File: config.mk
export PLATFORM = sky130hd
export DESIGN_NAME = spi_slave
export DESIGN_NICKNAME = d
export VERILOG_FILES = /design/src/rtl/spi_slave_pkg.sv /design/src/rtl/spi_edge_sync.sv /design/src/rtl/spi_slave.sv
export SDC_FILE = /design/constraint.sdc
export NUM_CORES = 1
export LEC_CHECK = 0
export ABC_AREA = 0
export CAP_MARGIN = 20
export CORE_UTILIZATION = 52
export DETAILED_ROUTE_END_ITERATION = 12
export PLACE_DENSITY = 0.94
export SETUP_SLACK_MARGIN = 0.4
export SKIP_LAST_GASP = 1
export SLEW_MARGIN = 0
export SYNTH_ARGS = -nofsm -noshare
export SYNTH_HDL_FRONTEND = slang
export SYNTH_SLANG_ARGS = --single-unit
File: constraint.sdc
create_clock -name clk -period 5.2 [get_ports clk]
set_clock_uncertainty 0.15 [all_clocks]
set_input_delay 0.52 -clock clk [delete_from_list [all_inputs] [get_ports clk]]
set_output_delay 0.52 -clock clk [all_outputs]
set_load 0.02 [all_outputs]
File: src/rtl/spi_slave_pkg.sv
// Shared defaults for the SPI slave and its pin synchronizer.
package spi_slave_pkg;
  localparam int unsigned DATA_W_DEF      = 8;
  localparam int unsigned SYNC_STAGES_DEF = 2;
endpackage

File: src/rtl/spi_edge_sync.sv
// Multi-flop synchronizer for an asynchronous pin, with rise/fall pulses
// derived from the synchronized level.
module spi_edge_sync
  import spi_slave_pkg::*;
#(
  parameter int unsigned STAGES = SYNC_STAGES_DEF
) (
  input  logic clk,
  input  logic rst_n,
  input  logic pin_i,
  output logic sync_o,
  output logic rise_o,
  output logic fall_o
);

  logic [STAGES-1:0] sync_q;
  logic              prev_q;

  always_ff @(posedge clk or negedge rst_n) begin
    if (!rst_n) begin
      sync_q <= '0;
      prev_q <= 1'b0;
    end else begin
      sync_q <= {sync_q[STAGES-2:0], pin_i};
      prev_q <= sync_q[STAGES-1];
    end
  end

  assign sync_o = sync_q[STAGES-1];
  assign rise_o = sync_o & ~prev_q;
  assign fall_o = ~sync_o & prev_q;

endmodule

File: src/rtl/spi_slave.sv
// Mode-0 SPI slave, MSB first, active-high select. Pins are oversampled in
// the clk domain; the host decoder sees byte progress as clk-domain pulses.
module spi_slave
  import spi_slave_pkg::*;
#(
  parameter int unsigned DATA_W      = DATA_W_DEF,
  parameter int unsigned SYNC_STAGES = SYNC_STAGES_DEF
) (
  input  logic              clk,
  input  logic              rst_n,
  input  logic              sck,
  input  logic              css,
  input  logic              mosi,
  output logic              miso,
  input  logic [DATA_W-1:0] feed_data,
  output logic [DATA_W-1:0] dat_i,
  output logic [DATA_W-1:0] ndat_i,
  output logic              sck_posedge,
  output logic              accep_dat_o,
  output logic              spi_rdy,
  output logic              spi_prerdy
);

  localparam int unsigned       CNT_W = $clog2(DATA_W);
  localparam logic [CNT_W-1:0]  LAST  = CNT_W'(DATA_W - 1);

  logic sck_rise, sck_fall, unused_sck_s;
  logic css_s, css_rise, unused_css_fall;
  logic mosi_s, unused_mosi_rise, unused_mosi_fall;
  logic sck_negedge, load;

  logic [DATA_W-1:0] rx_q, rx_d;
  logic [DATA_W-1:0] dat_q, dat_d;
  logic [DATA_W-1:0] tx_q, tx_d;
  logic [CNT_W-1:0]  cnt_q, cnt_d, tx_idx;
  logic              miso_q, miso_d;
  logic              rdy_q, rdy_d;

  spi_edge_sync #(.STAGES(SYNC_STAGES)) u_sync_sck (
    .clk(clk), .rst_n(rst_n), .pin_i(sck),
    .sync_o(unused_sck_s), .rise_o(sck_rise), .fall_o(sck_fall)
  );

  spi_edge_sync #(.STAGES(SYNC_STAGES)) u_sync_css (
    .clk(clk), .rst_n(rst_n), .pin_i(css),
    .sync_o(css_s), .rise_o(css_rise), .fall_o(unused_css_fall)
  );

  spi_edge_sync #(.STAGES(SYNC_STAGES)) u_sync_mosi (
    .clk(clk), .rst_n(rst_n), .pin_i(mosi),
    .sync_o(mosi_s), .rise_o(unused_mosi_rise), .fall_o(unused_mosi_fall)
  );

  assign sck_posedge = sck_rise & css_s;
  assign sck_negedge = sck_fall & css_s;
  assign ndat_i      = {rx_q[DATA_W-2:0], mosi_s};
  assign spi_prerdy  = (cnt_q == LAST);
  assign tx_idx      = LAST - cnt_q;
  // Reload on select and in the spi_rdy cycle, giving the parent one cycle to refresh feed_data.
  assign load        = css_rise | (rdy_q & css_s);

  always_comb begin
    rx_d   = rx_q;
    cnt_d  = cnt_q;
    dat_d  = dat_q;
    tx_d   = tx_q;
    miso_d = miso_q;
    rdy_d  = sck_posedge & spi_prerdy;
    if (!css_s) begin
      rx_d  = '0;
      cnt_d = '0;
    end else if (sck_posedge) begin
      rx_d  = ndat_i;
      cnt_d = spi_prerdy ? '0 : cnt_q + 1'b1;
      if (spi_prerdy) dat_d = ndat_i;
    end
    if (load) begin
      tx_d   = feed_data;
      miso_d = feed_data[DATA_W-1];
    end else if (sck_negedge) begin
      miso_d = tx_q[tx_idx];
    end
  end

  always_ff @(posedge clk or negedge rst_n) begin
    if (!rst_n) begin
      rx_q   <= '0;
      cnt_q  <= '0;
      dat_q  <= '0;
      tx_q   <= '1;
      miso_q <= 1'b1;
      rdy_q  <= 1'b0;
    end else begin
      rx_q   <= rx_d;
      cnt_q  <= cnt_d;
      dat_q  <= dat_d;
      tx_q   <= tx_d;
      miso_q <= miso_d;
      rdy_q  <= rdy_d;
    end
  end

  assign dat_i       = dat_q;
  assign miso        = miso_q;
  assign spi_rdy     = rdy_q;
  assign accep_dat_o = load;

endmodule

==> flow_summary.toml, run 1 <==
[sta]
final.setup.tns_ps = 0
hold_viol = 0
maxSlewViolCount = 0
setup_viol = 0
fmax_mhz = 351
rsz0062_at_grt = "no"
period_needed_ps = 2850
finalCritPeriodShare_pct = 54.8
relSlewSlack_pct = 56.3
tightest_slew_ps = 654

[drt]
drtIter0Drc = 30
wirelength_mm = 2.79
wire_per_inst_um = 16.0
route.detailed.drc = 0
met2_length_mm = 1.43
top_layer = "met4"
num_vias = 935
drtAntennaViolNets = 0
met3_length_um = 100
dr.pass1.iters = 4
wl_met1_mm = 1.23
vias_per_cell = 5.34

[power_and_ir_drop]
peakVddDrop_uv = 370
fin_total_pwr_uw = 536
p_per_area_nw_per_um2 = 288
leakage_nw = 0.805

[synthesis]
synth-seq-area-share_pct = 63.6
synth_cells = 108
ys_warn_count = 0
syn-cell-area_sq_um = 1440
ys_types = 23
ys_seq_elements = 36
synth_fp_nets = 123
syn_area_per_cell_sq_um = 13.3

[worst_setup_path]
worstPathArrival_ps = 2180
critPathCapture = "sck_posedge"
path_max_fanout = 11
timing.rr.start = "u_sync_sck.sync_q[1]"
worstReg2RegEnd = "dat_i[1]"
endpoint_kind = "output pin"
ff2ff_setup_slack_ps = 2950
critPathLaunch = "u_sync_sck.sync_q[1]"
critPathKind = "flop to output pin"
required_ps = 4530
worst_setup_path_start_kind = "flop"
reg2regPathDepth = 4

[floorplan]
die-area_sq_um = 2970
start_util_pct = 56.4
core_sq_um = 2540
die_h_um = 54.5
fp.dieW_um = 54.5
ios = 34
rows = 18

[clocking]
cts_tree = "done"
clk_root_buffer_cell = "clkbuf_4"
cts_buffers = 5
cts.clk_slew.worst_paths_ps = 90
hold_buffers = 0
cts.sinks = 36
post_cts_buffers = 0
htree_levels = 2
cts_buffer_depth = 2
cts_resized = 0
clk_latency_ps = 330

[global_route]
antenna_found_initial = 0
grt_max_degree = 37
grt-ovfl-total = 0
grt_usage_pct = 21.5
grt_pass1_wl_mm = 4.24
grt_pass1_vias = 897

[layout]
drive_above_1_share_pct = 25.5
seq_area_sq_um = 912
multi_input_area_sq_um = 488
syn_to_final_growth_pct = 29.6
final_cell_mix = "clkdlybuf4s50_1 (33), dfrtp_1 (27), nand2_1 (20)"
n_fill_cell = 172
final_common_cell = "clkdlybuf4s50_1"
fin_nets = 159
fin_cells = 175
n_antenna_cell = 0

[placed_design]
placedCellCount = 167
gp_congestion = 0.730
io_buffers = 33
post-dp-hpwl_mm = 1.99

[run_status]
status = "finished, final reports clean"

[hold_path]
hold_class = "flop to flop"

[run]
maxCapViolCount = 0
-- report_power, final --
part	total, mW	leakage [nW]	switching [mW]	internal, mW
logic	0.0540	0.314	0.0233	0.0307
registers	0.314	0.452	0.0117	0.302
clock network	0.168	0.0386	0.0880	0.0796
total	0.536	0.805	0.123	0.413
-- Yosys cell counts --
| library cell | n | area share, % |
|---|---|---|
| ha_1 | 2 | 1.7 |
| dfstp_2 | 9 | 16 |
| nor2b_1 | 1 | 0.44 |
| nor2_1 | 1 | 0.26 |
| inv_1 | 2 | 0.52 |
| nor3b_1 | 1 | 0.52 |
| buf_2 | 1 | 0.35 |
| xnor2_1 | 1 | 0.61 |
| a21boi_0 | 9 | 4.7 |
| and3_1 | 1 | 0.44 |
| nand2_1 | 20 | 5.2 |
| or4_1 | 1 | 0.52 |
| dfrtp_1 | 27 | 47 |
| and2_1 | 2 | 0.87 |
| mux2_2 | 18 | 14 |
| and4_2 | 1 | 0.70 |
| buf_4 | 1 | 0.52 |
| a31oi_1 | 1 | 0.44 |
| nand2b_1 | 1 | 0.44 |
| clkbuf_1 | 4 | 1.0 |
| o21ai_0 | 2 | 0.70 |
| mux4_1 | 1 | 1.8 |
| o22ai_1 | 1 | 0.44 |
-- critical path, cell delays in order (launching register included) --
cell,delay (ps)
dfrtp_1,420
nor2b_1,570
and2_1,260
clkdlybuf4s50_1,610
-- routing by layer --
metal,vias to the layer above,track usage [%]
li1,434,-
met1,468,28.6
met2,29,32.1
met3,4,9.17
met4,0,6.41
met5,-,0
-- how the worst min path moves through the flow --
| stage | start | depth (start not counted) | end | slack, ps |
|---|---|---|---|---|
| floorplan | rst_n | 0 | cnt_q[0] | 70 |
| global placement | u_sync_sck.sync_q[0] | 0 | u_sync_sck.sync_q[1] | 180 |
| detailed placement | u_sync_css.sync_q[0] | 0 | u_sync_css.sync_q[1] | 190 |
| CTS | u_sync_css.sync_q[0] | 0 | u_sync_css.sync_q[1] | 220 |
| global route | u_sync_css.sync_q[0] | 0 | u_sync_css.sync_q[1] | 220 |
| finish | u_sync_css.sync_q[0] | 0 | u_sync_css.sync_q[1] | 220 |
-- state kept, by name, indices dropped and copies added (netlist names) --
| register | flops |
|---|---|
| dat_i | 8 |
| tx_q | 8 |
| rx_q | 7 |
| cnt_q | 3 |
| u_sync_css.sync_q | 2 |
| u_sync_mosi.sync_q | 2 |
| u_sync_sck.sync_q | 2 |
| miso | 1 |
| spi_rdy | 1 |
| u_sync_css.prev_q | 1 |
| u_sync_sck.prev_q | 1 |
-- metrics by stage --
step | worst slack [ps] | hold WS [ps] | instance area [sq um] | util (%)
floorplan | 3350 | 74.4 | 1440 | -
global placement | 2820 | 181 | 1790 | 70.4
detailed placement | 2770 | 194 | 1790 | 70.4
CTS | 2380 | 217 | 1860 | 73.1
global route | 2240 | 224 | 1860 | 73.1
finish | 2350 | 216 | 1860 | 73.1
-- area by class of cell --
| cell class | count | area share [%] |
|---|---|---|
| repair buffers | 35 | 18.6 |
| flip-flops and latches | 36 | 49.1 |
| well taps | 30 | 2.02 |
| inverters | 2 | 0.404 |
| clock buffers | 8 | 3.70 |
| multi-input cells | 64 | 26.2 |
-- cell families (layout without fill, tap and decap cells) --
logic type                 after synthesis  after routing  share of synthesized area, %
AOI/OAI and AO/OA                       13             13                          6.28
xor gates and xnor gates                 1              1                         0.610
DFF                                     36             36                          63.6
muxes                                   19             19                          16.0
adders and majority gates                2              2                          1.74
buffers and inverters                    8             45                          2.44
and+or+nand+nor                         29             29                          9.42
Note: power is estimated with default switching activity, not from simulation.
==> run 2: changes to the inputs <==
--- a/config.mk
+++ b/config.mk
@@ -7,9 +7,9 @@
 export LEC_CHECK = 0
 export ABC_AREA = 0
 export CAP_MARGIN = 20
-export CORE_UTILIZATION = 52
+export CORE_UTILIZATION = 43
 export DETAILED_ROUTE_END_ITERATION = 12
-export PLACE_DENSITY = 0.94
+export PLACE_DENSITY = 0.84
 export SETUP_SLACK_MARGIN = 0.4
 export SKIP_LAST_GASP = 1
 export SLEW_MARGIN = 0
==> constraint.sdc (replaced) <==
create_clock -name clk -period 2.5 [get_ports clk]
set_clock_uncertainty 0.15 [all_clocks]
set_input_delay 0.25 -clock clk [delete_from_list [all_inputs] [get_ports clk]]
set_output_delay 0.25 -clock clk [all_outputs]
set_load 0.02 [all_outputs]
==> run 2 against run 1 <==
Compared with the run above: critical path depth stayed put; non-clock buffer count is 4 higher; critical path type unchanged; total power is 95% higher; sequential power is 110% higher.
==> flow_summary.toml, run 2 (synthesized netlist as in run 1, its figures left out) <==
[run_status]
status = "finished, final reports clean"

[layout]
utilization_pct = 60.9
n_antenna_cell = 0
drive_above_1_share_pct = 29.1
fin_nets = 163
final_common_cell = "clkdlybuf4s50_1"
final_cell_mix = "clkdlybuf4s50_1 (31), dfrtp_1 (24), nand2_1 (20)"
n_fill_cell = 283
final_area_sq_um = 1890
syn_to_final_growth_pct = 31.6

[placed_design]
dpl_worst_slack_ps = 632
gp_congestion = 0.724
io_buffers = 33
dpl_cell_area_sq_um = 1820
post-dp-hpwl_mm = 1.70

[drt]
wirelength_mm = 2.47
dr.pass1.iters = 4
drtAntennaViolNets = 0
route.detailed.drc = 0
wire_per_inst_um = 12.9
drtIter0Drc = 23
vias_per_cell = 4.87
num_vias = 935

[sta]
tightest_slew_ps = 424
hold_viol = 0
layout_setup_ws_ps = 522
whs_ps = 149
final.setup.tns_ps = 0
relSlewSlack_pct = 71.7
rsz0062_at_grt = "no"
maxSlewViolCount = 0
fmax_mhz = 506
finalCritPeriodShare_pct = 79.1
setup_viol = 0
period_needed_ps = 1980

[power_and_ir_drop]
p_per_area_nw_per_um2 = 553
leakage_nw = 0.833
p_comb_share_pct = 10.9
p_sw_share_pct = 23.5
clockPowerShare_pct = 26.9
p_seq_share_pct = 62.2
switchingPower_uw = 245
peakVddDrop_uv = 324
intPower_uw = 800

[worst_setup_path]
critPathLaunch = "u_sync_css.sync_q[1]"
required_ps = 2100
critPathKind = "flop to output pin"
worst_setup_path_start_kind = "flop"
path_buf_inv = 2
crit_family = "buffers and inverters"
slowest_stage = "clkdlybuf4s50_1"
timing.rr.start = "u_sync_sck.sync_q[1]"
max_stage_delay_ps = 590
worstPathArrival_ps = 1580
ff2ff_setup_slack_ps = 650
path_max_fanout = 8
endpoint_kind = "output pin"
path_cells = "o21ai_0 > inv_1 > clkdlybuf4s50_1"

[hold_path]
hold_class = "input pin to asynchronous set/reset pin"

[floorplan]
die-area_sq_um = 3570
rows = 20
fp.dieW_um = 59.8
core_sq_um = 3100
die_h_um = 59.8
ios = 34
start_util_pct = 46.2

[global_route]
grt_max_degree = 37
antenna_found_initial = 0
grt_pass1_wl_mm = 4.09
grt-ovfl-total = 0
grt_usage_pct = 16.3
grt_pass1_vias = 915

[clocking]
clk_latency_ps = 340
cts_buffers = 5
cts_tree = "done"
cts_buffer_depth = 2
clk_root_buffer_cell = "clkbuf_4"
htree_levels = 2
cts.clk_slew.worst_paths_ps = 100
cts.sinks = 36

[run]
maxCapViolCount = 0
==> run 2: cell types whose count changed in the layout (fill, tap and decap cells not counted), sizes merged <==
cell           previous run  this run
buf                       2         6
clkbuf                    8         6
clkdlybuf4s50            33        31
clkinv                    0         1
dlygate4sd2               0         1
dlymetal6s2s              0         1
==> run 2: final cells by class <==
type | count | area [sq um] | share of cell area (%)
multi-input cells | 64 | 488 | 25.8
clock buffers | 6 | 41.3 | 2.19
inverters | 2 | 7.51 | 0.397
flip-flops and latches | 36 | 916 | 48.5
clock inverters | 1 | 5.00 | 0.265
repair buffers | 39 | 377 | 19.9
well taps | 44 | 55.1 | 2.91
==> run 2: timing repair <==
action	CTS	global route
gates cloned	0	0
buffers inserted	0	3
gates resized for setup	3	2
endpoints found under the setup margin	3	2
hold buffers	0	0
==> run 2: per-stage QoR <==
stage | std cells | power (mW)
2_1_floorplan | 108 | 0.715
3_3_place_gp | 182 | 0.767
3_5_place_dp | 182 | 0.772
4_1_cts | 189 | 1.06
5_1_grt | 192 | 1.10
6_report | 192 | 1.05
==> run 2: per-layer routing <==
metal	vias to the layer above	global-route usage [%]	wire, um
met1	462	19.1	1100
li1	443	-	-
met4	0	7.64	45
met3	7	7.58	138
met2	23	25.4	1190
met5	-	0	0
==> run 2: worst paths after layout <==
| check | end | cells past startpoint |
|---|---|---|
| min | dat_i[0] | 2 |
| max reg2reg | dat_i[0] | 5 |
| min reg2reg | u_sync_sck.sync_q[1] | 0 |
| max in group asynchronous | tx_q[0] | 2 |
| max | accep_dat_o | 3 |
| min in group clk | u_sync_mosi.sync_q[0] | 1 |
==> run 2: power by group through the flow <==
| stage | combinational [mW] | clock [mW] | sequential (mW) |
|---|---|---|---|
| after global routing | 0.127 | 0.316 | 0.654 |
| after CTS | 0.112 | 0.296 | 0.651 |
| final | 0.114 | 0.281 | 0.650 |
| after detailed placement | 0.111 | 0 | 0.661 |
| after global placement | 0.108 | 0 | 0.659 |
| after floorplan | 0.0575 | 0 | 0.657 |
==> run 2: worst register-to-register path, stage by stage (launching register included) <==
cell and delay, ps:
dfrtp_1 400, nor2b_1 150, buf_4 170, and2_1 150, and4_2 350, mux2_2 360
